File: config.mk
export PLATFORM = sky130hd
export DESIGN_NAME = seg_score_display_flat
export DESIGN_NICKNAME = d
export VERILOG_FILES = /design/src/rtl/seg_score_if.sv /design/src/rtl/seg_score_display.sv /design/src/flat_wrapper.sv
export SDC_FILE = /design/constraint.sdc
export NUM_CORES = 1
export LEC_CHECK = 0
export ABC_AREA = 0
export BUFFER_PORTS_ARGS = -buffer_cell sky130_fd_sc_hd__buf_2
export CELL_PAD_IN_SITES_DETAIL_PLACEMENT = 0
export CELL_PAD_IN_SITES_GLOBAL_PLACEMENT = 2
export CORE_ASPECT_RATIO = 0.9
export CORE_MARGIN = 5
export CORE_UTILIZATION = 33
export CTS_CLUSTER_DIAMETER = 200
export CTS_CLUSTER_SIZE = 16
export DETAILED_ROUTE_END_ITERATION = 8
export GPL_ROUTABILITY_DRIVEN = 0
export PLACE_DENSITY_LB_ADDON = 0.12
export SYNTH_ARGS = -nofsm -noshare
export SYNTH_HDL_FRONTEND = slang
export SYNTH_SLANG_ARGS = --single-unit
File: constraint.sdc
create_clock -name Clk -period 2.9 [get_ports Clk]
set_input_delay 0.58 -clock Clk [delete_from_list [all_inputs] [get_ports Clk]]
set_output_delay 0.58 -clock Clk [all_outputs]
set_load 0.005 [all_outputs]
File: src/rtl/seg_score_if.sv
// Request/result bundle between the game logic and seg_score_display.
// Optional blink input present only when SEG_BLINK_EN is defined.
interface seg_score_if #(
  parameter int WIDTH  = 16,
  parameter int DIGITS = 6
);
  // Handshake: load is taken on any clock edge where busy is low, and is ignored
  // otherwise. valid pulses for exactly one cycle when hex_out/overflow take a new result.
  logic [WIDTH-1:0]    value_in;
  logic                load;
  logic                busy;
  logic                valid;
  logic                overflow;
  logic [8*DIGITS-1:0] hex_out;
  logic [1:0]          state_dbg;
`ifdef SEG_BLINK_EN
  logic                blink;

  modport master (output value_in, load, blink,
                  input  busy, valid, overflow, hex_out, state_dbg);
  modport slave  (input  value_in, load, blink,
                  output busy, valid, overflow, hex_out, state_dbg);
`else
  modport master (output value_in, load,
                  input  busy, valid, overflow, hex_out, state_dbg);
  modport slave  (input  value_in, load,
                  output busy, valid, overflow, hex_out, state_dbg);
`endif
endinterface

File: src/rtl/seg_score_display.sv
// Signed value to active-low seven-segment digits via sequential double-dabble.
// Optional blink blanking is enabled with the SEG_BLINK_EN macro.
module seg_score_display #(
  parameter int WIDTH     = 16,
  parameter int DIGITS    = 6,
  parameter int BLINK_DIV = 25_000_000
) (
  input  logic        Clk,
  input  logic        Reset_n,
  seg_score_if.slave  bus
);
  localparam int BCD_W = 4 * DIGITS;
  localparam int HEX_W = 8 * DIGITS;
  localparam int CNT_W = (WIDTH > 2) ? $clog2(WIDTH) : 1;
  localparam logic [7:0] SEG_DASH  = 8'hBF;

  if (WIDTH < 2 || WIDTH > 32 || DIGITS < 1 || DIGITS > 8 || BLINK_DIV < 1) begin : g_param_check
    $error("seg_score_display: parameter out of range");
  end

  typedef enum logic [1:0] {
    S_IDLE    = 2'd0,
    S_CONVERT = 2'd1,
    S_FORMAT  = 2'd2
  } state_t;

  state_t             state, state_nxt;
  logic [CNT_W-1:0]   iter;
  logic               last_iter;
  logic               sign;
  logic [WIDTH-1:0]   mag;
  logic [BCD_W-1:0]   bcd;
  logic               carry;
  logic [BCD_W-1:0]   bcd_adj, bcd_shift;
  logic [WIDTH-1:0]   mag_shift;
  logic               shift_out;
  logic [3:0]         nlen;
  logic [4:0]         need;
  logic               fmt_ovf;
  logic [HEX_W-1:0]   fmt_hex;
  logic [HEX_W-1:0]   result_q, result_d;
  logic               overflow_q, valid_q;

  function automatic logic [7:0] glyph(input logic [3:0] d);
    case (d)
      4'd0:    glyph = 8'hC0;
      4'd1:    glyph = 8'hF9;
      4'd2:    glyph = 8'hA4;
      4'd3:    glyph = 8'hB0;
      4'd4:    glyph = 8'h99;
      4'd5:    glyph = 8'h92;
      4'd6:    glyph = 8'h82;
      4'd7:    glyph = 8'hF8;
      4'd8:    glyph = 8'h80;
      4'd9:    glyph = 8'h90;
      default: glyph = 8'hFF;
    endcase
  endfunction

  assign last_iter = (iter == CNT_W'(WIDTH - 1));

  always_ff @(posedge Clk or negedge Reset_n) begin
    if (!Reset_n) state <= S_IDLE;
    else          state <= state_nxt;
  end

  always_comb begin
    state_nxt = state;
    case (state)
      S_IDLE:    if (bus.load) state_nxt = S_CONVERT;
      S_CONVERT: if (last_iter) state_nxt = S_FORMAT;
      S_FORMAT:  state_nxt = S_IDLE;
      default:   state_nxt = S_IDLE;
    endcase
  end

  always_comb begin
    bus.busy      = (state != S_IDLE);
    bus.state_dbg = state;
  end

  // One double-dabble step: correct nibbles >= 5, then shift {bcd, mag} left.
  always_comb begin
    bcd_adj = bcd;
    for (int i = 0; i < DIGITS; i++) begin
      if (bcd[4*i +: 4] >= 4'd5) bcd_adj[4*i +: 4] = bcd[4*i +: 4] + 4'd3;
    end
    {shift_out, bcd_shift, mag_shift} = {bcd_adj, mag, 1'b0};
  end

  always_ff @(posedge Clk or negedge Reset_n) begin
    if (!Reset_n) begin
      iter  <= '0;
      sign  <= 1'b0;
      mag   <= '0;
      bcd   <= '0;
      carry <= 1'b0;
    end else begin
      case (state)
        S_IDLE: if (bus.load) begin
          sign  <= bus.value_in[WIDTH-1];
          mag   <= bus.value_in[WIDTH-1] ? (~bus.value_in + 1'b1) : bus.value_in;
          bcd   <= '0;
          carry <= 1'b0;
          iter  <= '0;
        end
        S_CONVERT: begin
          bcd   <= bcd_shift;
          mag   <= mag_shift;
          carry <= carry | shift_out;
          iter  <= iter + 1'b1;
        end
        default: ;
      endcase
    end
  end

  // Leading-zero blanking, sign placement and overflow dashes.
  always_comb begin
    nlen = 4'd1;
    for (int i = 0; i < DIGITS; i++) begin
      if (bcd[4*i +: 4] != 4'd0) nlen = 4'(i + 1);
    end
    need    = {1'b0, nlen} + {4'b0, sign};
    fmt_ovf = carry || (need > 5'(DIGITS));
    fmt_hex = '1;
    for (int i = 0; i < DIGITS; i++) begin
      if (fmt_ovf)                     fmt_hex[8*i +: 8] = SEG_DASH;
      else if (4'(i) < nlen)           fmt_hex[8*i +: 8] = glyph(bcd[4*i +: 4]);
      else if (4'(i) == nlen && sign)  fmt_hex[8*i +: 8] = SEG_DASH;
    end
  end

  assign result_d = (state == S_FORMAT) ? fmt_hex : result_q;

  always_ff @(posedge Clk or negedge Reset_n) begin
    if (!Reset_n) begin
      result_q   <= '1;
      overflow_q <= 1'b0;
      valid_q    <= 1'b0;
    end else begin
      result_q <= result_d;
      valid_q  <= (state == S_FORMAT);
      if (state == S_FORMAT) overflow_q <= fmt_ovf;
    end
  end

  assign bus.valid    = valid_q;
  assign bus.overflow = overflow_q;

`ifdef SEG_BLINK_EN
  localparam int BW = (BLINK_DIV > 1) ? $clog2(BLINK_DIV) : 1;
  logic [BW-1:0]    blink_cnt;
  logic             phase;
  logic [HEX_W-1:0] hex_q;

  // Blanking only masks the output register; result_q is never disturbed.
  always_ff @(posedge Clk or negedge Reset_n) begin
    if (!Reset_n) begin
      blink_cnt <= '0;
      phase     <= 1'b0;
      hex_q     <= '1;
    end else begin
      if (blink_cnt == BW'(BLINK_DIV - 1)) begin
        blink_cnt <= '0;
        phase     <= ~phase;
      end else begin
        blink_cnt <= blink_cnt + 1'b1;
      end
      hex_q <= (bus.blink && phase) ? '1 : result_d;
    end
  end

  assign bus.hex_out = hex_q;
`else
  assign bus.hex_out = result_q;
`endif
endmodule
File: src/flat_wrapper.sv
// flat-port wrapper written by rule: the top's interface ports become plain ports
module seg_score_display_flat 
#(
  parameter int WIDTH     = 16,
  parameter int DIGITS    = 6,
  parameter int BLINK_DIV = 25_000_000
)
  (Clk, Reset_n, bus_value_in, bus_load, bus_busy, bus_valid, bus_overflow, bus_hex_out, bus_state_dbg);
  seg_score_if #(.WIDTH(WIDTH), .DIGITS(DIGITS)) bus_i ();
  input  logic Clk;
  input  logic Reset_n;
  input wire logic [$bits(bus_i.value_in)-1:0] bus_value_in;
  input wire logic [$bits(bus_i.load)-1:0] bus_load;
  output wire logic [$bits(bus_i.busy)-1:0] bus_busy;
  output wire logic [$bits(bus_i.valid)-1:0] bus_valid;
  output wire logic [$bits(bus_i.overflow)-1:0] bus_overflow;
  output wire logic [$bits(bus_i.hex_out)-1:0] bus_hex_out;
  output wire logic [$bits(bus_i.state_dbg)-1:0] bus_state_dbg;
  assign bus_i.value_in = bus_value_in;
  assign bus_i.load = bus_load;
  assign bus_busy = bus_i.busy;
  assign bus_valid = bus_i.valid;
  assign bus_overflow = bus_i.overflow;
  assign bus_hex_out = bus_i.hex_out;
  assign bus_state_dbg = bus_i.state_dbg;
  seg_score_display #(.WIDTH(WIDTH), .DIGITS(DIGITS), .BLINK_DIV(BLINK_DIV)) u_core (.Clk(Clk), .Reset_n(Reset_n), .bus(bus_i));
endmodule
==> metrics.md, run 1 <==
| Metric | Value |
|---|---|
| CTS tree | done |
| Post-DP HPWL | 11.2 mm |
| CTS Hold Bufs | 0 |
| Power Total | 6.83 mW |
| FP Rows | 45 |
| Layout Cells excl Fill | 921 |
| Top cell by count, worst path | ha_1 |
| Post-Route WL | roughly 16 mm |
| Yosys cell types | 59 |
| Drt via density | 5.11 |
| Ys async rst share | 1.00 |
| DR WL/cell | 16.8 um |
| DRT Pass-1 Iters | 4 |
| Die Span X | 148 um |
| Vias in the first global route | 4732 |
| Area Growth Syn to Fin | 19.3% |
| CP Class | reg2reg |
| Tcrit/Tclk final | 0.930 |
| RSZ-0062 raised after global routing | false |
| Yosys reg bits | between 90 and 100 |
| P per Cell Area | slightly above 1000 nW/um2 |
| Synth Area per Inst | 9.19 um2 |
| Mux share of post-synthesis cell area | 0.0431 |
| Max Cap Viol | 0 |
| Critical path data required time | around 3200 ps |
| PortBufs | 65 |
| Reg clk slew, reported paths | 70 ps |
| Worst-case clock buffer depth | 2 |
| Die Y | 135 um |
| Antenna-violating nets left | 0 |
| Post-synthesis adder-cell area fraction | 0.0770 |
| Slowest Stage Delay on Critical Path | roughly 420 ps |
| Die area | 20000 um2 |
| Share of the synthesized area in the top cell type | 0.220 |
| First-pass GRT wire length | 25.1 mm |
| Clk_lat worst skew | 350 ps |
| H-tree Lvls | 3 |
| CP max-delay cell | or3b_1 |
| Flop-to-flop setup slack | 200 ps |
| CTS sink count | 92 |
| Hold Vio Cnt, Final | 0 |
| Peak VDD IR | 0.000319 V |
| Pin count of the biggest net entering global routing | 54 |
| Initial Util | 0.337 |
| Area of the core | 16900 um2 |
| GRT Residual Overflow | 0 |
| Area leader, netlist | dfrtp_1 |
| Compound-Gate Fraction of Synth Area | 0.217 |
| First-iteration detailed-routing DRC count | 249 |
| LEAKAGE | around 2.9 nW |
| Synthesized area | around 5700 um2 |
| Data arrival, critical path | 2950 ps |
| Synthesis Warnings | 0 |
| Placed cell count | roughly 900 |
| CTS Root Cell | clkbuf_16 |
| Share of cells above drive strength 1 | 0.279 |
| Final setup fails | 0 |
| Clock skew | 8.68 ps |
| Inserted Clock Buffers | 9 |
| Number of synthesized flops with an enable pin | 0 |
| Largest family of logic cells by synthesized area | compound AO/OA/AOI/OAI gates |
| Fin. max-slew vios | 0 |
| Post-synth top flop | dfrtp_1 |
| CP bufs+invs | 2 |
| Crit path depth | 11 |
| Max-slew headroom | 0.627 |
| Synth top area cells | dfrtp_1 (22%), dfstp_2 (19%), ha_1 (7.7%) |
| Final #Nets | 759 |
| Drt drc | 0 |
| Sequential fraction of the synthesis area | 0.414 |
| Tightest Hold Check Type | in2async |
| Initial antenna violation count | 0 |
| Reg2reg path depth | 11 |
| Top delay family on crit path | adder cells |
| Vias | ~4700 |
| Gr usage total | 0.158 |
| Tmin final | 2700 ps |
| Post-place instance area | 6490 um2 |
| Status | finished clean |
| Least-Margin Pin Slew | between 500 and 600 ps |
| Crit path capture type | flip-flop |
| CP max FO | 5 |
| N_diodes | 0 |
| Finished Cell Area | 6790 um2 |
| Max Fclk | around 370 MHz |
| XOR/XNOR share of the synthesized area | 0.0277 |
| Num ports | 72 |
| Cells after Synth | 619 |
| Cell Chain, Critical Path | inv_1 > ha_1 > or3b_1 > a21oi_1 > ha_2 > ha_1 > nand3b_1 > nand2_1 > a2111oi_4 > buf_4 > a31oi_1 |
| Core Util, Final | 0.402 |
| Setup crit start kind | flip-flop |
| Total negative slack | 0 ps |
| Simple-gate share of the synthesized area | 0.161 |
## cells in the mapped netlist (3+ instances only)
cell type	instances
a21o_1	3
a21oi_1	29
a22o_1	5
a22oi_1	14
a31oi_1	16
a32o_1	3
a41oi_1	6
buf_1	3
buf_4	6
buf_6	4
clkbuf_1	32
dfrtp_1	50
dfstp_2	42
ha_1	35
inv_1	30
mux2_2	4
mux2i_1	20
nand2_1	61
nand2b_1	10
nand3_1	14
nand4_1	5
nor2_1	52
nor2b_1	7
nor3_1	3
nor3b_1	12
nor4_1	3
o211ai_1	9
o21ai_0	67
o221ai_1	3
o22a_1	6
o31ai_1	6
or3b_2	5
or4_1	3
xnor2_1	10
xor2_1	8
## per-layer routing
metal / track usage / share of wire
met5: 0 / 0
met4: 0.0457 / 0.011
met1: 0.224 / 0.51
met3: 0.0346 / 0.036
met2: 0.242 / 0.44
## path summary, 6_finish.rpt
kind,from,endpoint
max,u_core.bcd[21],u_core.bus.hex_out[25]
min reg2reg,u_core.bus.hex_out[6],u_core.bus.hex_out[6]
min,Reset_n,u_core.bcd[20]
min in group Clk,u_core.bus.hex_out[6],u_core.bus.hex_out[6]
max reg2reg,u_core.bcd[21],u_core.bus.hex_out[25]
max in group asynchronous,Reset_n,u_core.bus.hex_out[0]
## sequential cells by signal, summed over array words and instances, names as in the netlist
signal                count
u_core.bcd               24
u_core.bus.valid          1
u_core.mag               16
u_core.carry              1
u_core.sign               1
u_core.iter               4
u_core.bus.hex_out       42
u_core.bus.state_dbg      2
u_core.bus.overflow       1
## through the flow
step | hold slack [ps] | setup WS, ps
finish | 203 | 203
global route | 246 | 24.3
CTS | 223 | 31.4
detailed placement | 475 | 0.361
global placement | 467 | 60.1
floorplan | 284 | 32.7
## cell type report
cell class / instances / area [um2]
fillers: 1745 / 10100
flip-flops and latches: 92 / 2350
inverters: 31 / 116
multi-input cells: 456 / 3070
clock inverters: 5 / 27.5
repair buffers: 115 / 716
clock buffers: 11 / 243
well taps: 211 / 264
## power breakdown
group | leakage [nW] | total (mW) | internal, mW | switching, mW
logic | 1.68 | 3.73 | 1.61 | 2.12
clock network | 0.137 | 1.11 | 0.599 | 0.508
registers | 1.06 | 2.00 | 1.68 | 0.315
total | 2.87 | 6.83 | 3.89 | 2.94
## timing repair
| action | CTS | global route |
|---|---|---|
| setup buffers | 0 | 0 |
| gates cloned | 0 | 0 |
| pin swaps | 1 | 1 |
| gates resized for setup | 0 | 6 |
| endpoints found under the setup margin | 2 | 30 |
## cells by family (layout without fill, tap and decap cells)
family,Yosys count,count (layout)
AO/OA/AOI/OAI,187,187
adder cells (fa/ha/maj),35,35
multiplexers,24,24
other,1,6
buffers and inverters,76,162
XOR/XNOR,18,18
AND/OR/NAND/NOR,186,186
flip-flops,92,92
## layout by cell type (no fill, tap or decap), types with 10 or more instances in the layout
master	count
o21ai_0	66
buf_2	64
nand2_1	61
nor2_1	51
buf_4	50
dfrtp_1	50
dfstp_2	42
ha_1	33
inv_1	30
a21oi_1	29
mux2i_1	20
a31oi_1	16
a22oi_1	14
nand3_1	14
nor3b_1	11
xnor2_1	10
nand2b_1	10
No activity file was read; power rests on OpenSTA's default activity.
==> run 2: changes to the inputs <==
Settings changed: ABC_AREA 0 to 1, CORE_UTILIZATION 33 to 31, SETUP_SLACK_MARGIN from default to 0.05.
==> run 2 against run 1 <==
  * Sequential share of layout area increased by 0.18 points
  * Combinational power rose by 7.2%
  * Non-clock buffer count decreased by 30
  * First-iteration DRC count is 30% lower
  * Fmax up 3.4%
  * Routed wire length fell by 1.6%
  * Worst setup slack improved by 88 ps
  * Count of clock-buffer cells in the layout down 1
==> metrics.md, run 2 <==
| Metric | Value |
|---|---|
| P per Cell Area | 1160 nW/um2 (+16%) |
| Top cell by count, worst path | nand2_1 |
| Yosys reg bits | 92 (unchanged) |
| Die Span X | 153 um (+3.2%) |
| Worst hold margin | 119 ps (-84.1 ps) |
| Drt drc | 0 (unchanged) |
| Commonest cells post-synth | nand2_1 (120), nor2_1 (92), inv_1 (72), o21ai_0 (68), dfrtp_1 (50) |
| Worst-case clock buffer depth | 2 (unchanged) |
| Flop-to-flop setup slack | 290 ps (+90 ps) |
| Synthesized area | 5720 um2 (+0.48%) |
| N_diodes | 0 (unchanged) |
| Tmin final | 2610 ps (-87.6 ps) |
| Power Total | 7.90 mW (+16%) |
| First-pass GRT wire length | 25.3 mm (+0.74%) |
| Num ports | 72 (unchanged) |
| Initial antenna violation count | 0 (unchanged) |
| Most frequent cells in the layout | nand2_1 (120), nor2_1 (91), o21ai_0 (68), inv_1 (66), buf_2 (64) |
| Least-Margin Pin Slew | 681 ps (+122 ps) |
| Yosys cell types | 51 (-14%) |
| Status | finished clean |
| Ys async rst share | 1.00 (unchanged) |
| Core Util, Final | 0.371 (-0.0311) |
| Clock skew | 11.7 ps (+3.02 ps) |
| Number of synthesized flops with an enable pin | 0 (unchanged) |
| Area Growth Syn to Fin | 18.6% |
| Synthesis Warnings | 0 (unchanged) |
| Final WS setup | 291 ps (+87.6 ps) |
| CP max FO | 11 (+6) |
| Inserted Clock Buffers | 9 (unchanged) |
| Largest register FFs | 42 (unchanged) |
| Max Fclk | 383 MHz (+3.4%) |
| Finished Cell Area | 6780 um2 (about the same) |
| Die area | 21300 um2 (+6.5%) |
| Top delay family on crit path | simple AND/OR/NAND/NOR gates |
| GRT Residual Overflow | 0 (unchanged) |
| H-tree Lvls | 3 (unchanged) |
| CP bufs+invs | 4 (+2) |
| Sequential fraction of the synthesis area | 0.412 (-0.00199) |
| PortBufs | 65 (unchanged) |
| Vias in the first global route | 4848 (+2.5%) |
| Area leader, netlist | dfrtp_1 |
| Cell Chain, Critical Path | inv_2 > ha_4 > nand2_1 > nor2_1 > nand2_1 > nand2_1 > nand2_1 > nand2_1 > inv_1 > ha_1 > ha_1 > inv_1 > nand3_2 > nand3_4 > nand2_4 > nor2_8 > buf_12 > o21ai_0 > nand2_1 |
| CTS sink count | 92 (unchanged) |
| Critical path data required time | 3190 ps (+40 ps) |
| Hold Vio Cnt, Final | 0 (unchanged) |
| Pre-CTS WS | 113 ps (+113 ps) |
| Post-DP HPWL | 11.2 mm (-0.14%) |
| Commonest non-fill, non-tap cell in the layout | nand2_1 |
| CP Class | reg2reg |
| Tcrit/Tclk final | 0.900 (-0.0302) |
| CP max-delay cell | dfrtp_2 |
| First-iteration detailed-routing DRC count | 175 (-30%) |
| Clk_lat worst skew | 350 ps (about the same) |
| Total negative slack | 0 ps (unchanged) |
| RSZ-0062 raised after global routing | false |
| Share of the synthesized area in the top cell type | 0.219 (-0.00106) |
| Vias | 4890 (+3.9%) |
| Post-place instance area | 6360 um2 (-1.9%) |
| Post-Route WL | 15.3 mm (-1.6%) |
| Placed cell count | 1003 (+11%) |
| Slowest Stage Delay on Critical Path | 440 ps (+20 ps) |
| Antenna-violating nets left | 0 (unchanged) |
| Layout Cells excl Fill | 1023 (+11%) |
| Drt via density | 4.78 (-6.5%) |
| CTS tree | done |
| Final setup fails | 0 (unchanged) |
| Share of cells above drive strength 1 | 0.270 (-0.00895) |
| FP Rows | 47 (+4.4%) |
| Gr usage total | 0.145 (-0.0128) |
| Post-synth top flop | dfrtp_1 |
| CTS Root Cell | clkbuf_16 |
| LEAKAGE | 3.23 nW (+13%) |
| Fin. max-slew vios | 0 (unchanged) |
| Synth top area cells | dfrtp_1 (22%), dfstp_2 (19%), nand2_1 (7.9%) |
| Synth Area per Inst | 8.17 um2 (-11%) |
| Data arrival, critical path | 2900 ps (-50 ps) |
| Reg clk slew, reported paths | 70 ps (about the same) |
| Setup crit start kind | flip-flop |
| Final #Nets | 827 (+9.0%) |
| Die Y | 139 um (+3.2%) |
| Tightest Hold Check Type | in2async |
| DR WL/cell | 14.9 um (-11%) |
| Initial Util | 0.313 (-0.0242) |
| DRT Pass-1 Iters | 5 (+1) |
| Crit path capture type | flip-flop |
| Peak VDD IR | 0.000483 V (+51%) |
| Area of the core | 18300 um2 (+8.3%) |
| Max Cap Viol | 0 (unchanged) |
| Cells after Synth | 700 (+13%) |
| Max-slew headroom | 0.545 (-0.0812) |
| Most numerous cell in the Yosys netlist | nand2_1 |
| Pin count of the biggest net entering global routing | 36 (-33%) |
==> run 2: changes by cell type after synthesis, moves of 11 or more <==
cell      change
nor3b_1      -11
a21oi_2      +17
nor2_1       +40
a31oi_1      -11
mux2i_1      -19
inv_1        +42
nand2_1      +59
nand3_1      +14
clkbuf_1     -21
==> run 2: per-layer routing <==
metal,GRT usage,part of all wire,up-vias
met3,0.0312,0.037,9
met1,0.211,0.51,2323
met5,0,0,-
li1,-,-,2469
met2,0.220,0.44,89
met4,0.0338,0.0097,0
==> run 2: cell type report <==
cell class / count / area (um2)
multi-input cells: 507 / 2960
well taps: 245 / 307
clock inverters: 6 / 111
fillers: 1936 / 11500
flip-flops and latches: 92 / 2360
inverters: 78 / 298
clock buffers: 10 / 229
repair buffers: 85 / 515
==> run 2: worst paths after layout <==
kind | from | endpoint | cells past startpoint
worst max-delay path | u_core.bcd[8] | u_core.bus.hex_out[6] | 19
worst min-delay path | Reset_n | u_core.bcd[11] | 1
worst max register to register | u_core.bcd[8] | u_core.bus.hex_out[6] | 19
worst min register to register | u_core.bus.hex_out[38] | u_core.bus.hex_out[38] | 2
max in group asynchronous | Reset_n | u_core.bus.hex_out[41] | 2
min in group Clk | u_core.bus.hex_out[38] | u_core.bus.hex_out[38] | 2
==> run 2: cells by family after synthesis <==
kind of cell,after synthesis,synth area share
compound gates,174,0.192
xor+xnor,14,0.0214
fa+ha+maj,35,0.0766
buf+inv,106,0.0814
flops,92,0.412
mux,1,0.00175
other cells,1,0.000656
simple gates,277,0.215
==> run 2: where the power goes <==
group	switching (mW)	internal [mW]	total (mW)
Clock	0.525	0.845	1.37
Sequential	0.488	2.04	2.53
Combinational	2.47	1.53	4.00
Total	3.48	4.42	7.90
==> run 2: what timing repair did <==
| action | in CTS | in global routing |
|---|---|---|
| setup buffers | 0 | 4 |
| resized for setup | 0 | 20 |
| hold buffers | 0 | 0 |
| setup endpoints to repair | 0 | 34 |
==> run 2: worst register-to-register path, cell delays in order (launching register included) <==
cell     delay (ps)
dfrtp_2         440
inv_2           120
ha_4            180
nand2_1          60
nor2_1           90
nand2_1          60
nand2_1          60
nand2_1          60
nand2_1          80
inv_1            60
ha_1            220
ha_1            230
inv_1            90
nand3_2         110
nand3_4         120
nand2_4         100
nor2_8          140
buf_12          160
o21ai_0         110
nand2_1          80
==> run 3: changes to the inputs <==
Settings changed: CTS_BUF_LIST from default to sky130_fd_sc_hd__clkbuf_16.
==> run 3 against run 2 <==
  * Critical path depth stayed put
  * Clock skew stayed put
  * Core utilization stayed put
  * Power hardly changed
  * Die area stayed put
  * Routed wire length hardly changed
  * Critical endpoint unchanged
  * Highest routed layer unchanged
==> metrics.md, run 3 (synthesized netlist as in run 2, its figures left out) <==
| Metric | Value |
|---|---|
| Clk pwr share | 0.173 (about the same) |
| LEAKAGE | 3.23 nW (+0.13%) |
| CTS Root Cell | clkbuf_16 |
| Tightest Hold Check Type | in2async |
| Antenna-violating nets left | 0 (unchanged) |
| Logic pwr share | 0.507 (about the same) |
| N_diodes | 0 (unchanged) |
| Die Span X | 153 um (unchanged) |
| Reg clk slew, reported paths | 70 ps (about the same) |
| Die area | 21300 um2 (unchanged) |
| Die Y | 139 um (unchanged) |
| RSZ-0062 raised after global routing | false |
| Tcrit/Tclk final | 0.900 (about the same) |
| DR WL/cell | 14.9 um (about the same) |
| PortBufs | 65 (unchanged) |
| Power Internal | 4.41 mW (about the same) |
| Worst-case clock buffer depth | 2 (unchanged) |
| Switch share | 0.441 (about the same) |
| DRT Pass-1 Iters | 5 (unchanged) |
| Area Growth Syn to Fin | 18.6% (unchanged) |
| Total negative slack | 0 ps (unchanged) |
| Status | finished clean |
| First-iteration detailed-routing DRC count | 175 (unchanged) |
| # fillers | 1936 (unchanged) |
| Vias in the first global route | 4848 (unchanged) |
| Max Cap Viol | 0 (unchanged) |
| H-tree Lvls | 3 (unchanged) |
| Worst hold margin | 119 ps (-0.0120 ps) |
| Fin. max-slew vios | 0 (unchanged) |
| Post-DP HPWL | 11.2 mm (unchanged) |
| Flop-to-flop setup slack | 290 ps (about the same) |
| Total length of routed met2 wires | 6.74 mm (about the same) |
| Critical path data required time | 3190 ps (about the same) |
| Most frequent cells in the layout | nand2_1 (120), nor2_1 (91), o21ai_0 (68), inv_1 (67), buf_2 (64) |
| Max Fclk | 383 MHz (about the same) |
| Clk_lat worst skew | 350 ps (about the same) |
| Pin count of the biggest net entering global routing | 36 (unchanged) |
| Initial Util | 0.313 (unchanged) |
| GRT Residual Overflow | 0 (unchanged) |
| Post-Route WL | 15.3 mm (about the same) |
| First-pass GRT wire length | 25.3 mm (unchanged) |
| Setup crit start kind | flip-flop |
| Peak VDD IR | 0.000483 V (about the same) |
| Largest register FFs | 42 (unchanged) |
| Drt via density | 4.77 (-0.18%) |
| Seq pwr share | 0.320 (about the same) |
| Clock skew | 11.7 ps (unchanged) |
| Top layer in use | met4 |
| CTS Hold Bufs | 0 (unchanged) |
| Data arrival, critical path | 2900 ps (about the same) |
| Post-Route M1 WL | 7.80 mm (about the same) |
| Commonest non-fill, non-tap cell in the layout | nand2_1 |
| Tmin final | 2610 ps (+0.487 ps) |
| P per Cell Area | 1160 nW/um2 (about the same) |
| Gr usage total | 0.145 (unchanged) |
| Share of cells above drive strength 1 | 0.270 (unchanged) |
| CP Class | reg2reg |
| Max-slew headroom | 0.545 (unchanged) |
| Final #Nets | 827 (unchanged) |
| Area of the core | 18300 um2 (unchanged) |
| Drt drc | 0 (unchanged) |
| Least-Margin Pin Slew | 681 ps (unchanged) |
| Final setup fails | 0 (unchanged) |
| Initial antenna violation count | 0 (unchanged) |
| Hold Vio Cnt, Final | 0 (unchanged) |
| CTS sink count | 92 (unchanged) |
| Met3 WL | 567 um (-0.35%) |
| Inserted Clock Buffers | 9 (unchanged) |
| Crit path capture type | flip-flop |
| Num ports | 72 (unchanged) |
| CTS tree | done |
| CP max FO | 11 (unchanged) |
| FP Rows | 47 (unchanged) |
| Switching pwr | 3.48 mW (unchanged) |
| Vias | 4881 (-0.18%) |
==> run 3: changes by cell type in the layout (fill, tap and decap cells not counted) <==
cell / before / now
clkbuf_1: 1 / 0
inv_1: 66 / 67
==> run 3: critical path, cell delays in order (launching register included) <==
cell	delay, ps
dfrtp_2	440
inv_2	120
ha_4	180
nand2_1	60
nor2_1	90
nand2_1	60
nand2_1	60
nand2_1	60
nand2_1	80
inv_1	60
ha_1	220
ha_1	230
inv_1	90
nand3_2	110
nand3_4	120
nand2_4	100
nor2_8	140
buf_12	160
o21ai_0	100
nand2_1	80
==> run 3: cell type report <==
type	count	area (um2)	share of cell area
Clock buffer	9	225	0.0332
Multi-Input combinational cell	507	2960	0.436
Clock inverter	7	115	0.0170
Inverter	78	298	0.0439
Sequential cell	92	2360	0.349
Timing Repair Buffer	85	515	0.0760
Tap cell	245	307	0.0452
==> run 3: path summary, 6_finish.rpt <==
kind	from	endpoint	depth (start not counted)
max in group asynchronous	Reset_n	u_core.bus.hex_out[41]	2
worst min-delay path	Reset_n	u_core.bcd[11]	1
worst max-delay path	u_core.bcd[8]	u_core.bus.hex_out[6]	19
worst min register to register	u_core.bus.hex_out[38]	u_core.bus.hex_out[38]	2
min in group Clk	u_core.bus.hex_out[38]	u_core.bus.hex_out[38]	2
worst max register to register	u_core.bcd[8]	u_core.bus.hex_out[6]	19
==> run 3: layer usage <==
| layer | vias up | global-route usage |
|---|---|---|
| li1 | 2469 | - |
| met3 | 9 | 0.0312 |
| met4 | 0 | 0.0338 |
| met2 | 87 | 0.220 |
| met5 | - | 0 |
| met1 | 2316 | 0.211 |
==> run 3: power by group through the flow <==
stage	Clock (mW)	Sequential (mW)	Combinational (mW)
floorplan	0	2.43	2.83
global placement	0	2.53	3.99
detailed placement	0	2.53	3.95
CTS	1.42	2.52	3.96
global route	1.47	2.62	4.57
finish	1.37	2.53	4.00
==> run 3: through the flow <==
stage	power (mW)	cells	cell area [um2]	worst slack, ps	util
after floorplan	5.26	705	5740	490	-
after global placement	6.52	1003	6360	238	0.348
after detailed placement	6.48	1003	6360	113	0.348
after CTS	7.90	1019	6700	71.8	0.367
after global routing	8.65	1023	6780	52.5	0.371
final	7.89	1023	6780	290	0.371
==> run 3: repair_timing <==
item,in CTS,in global routing
gates resized for setup,0,20
buffers inserted,0,4
setup endpoints to repair,0,34
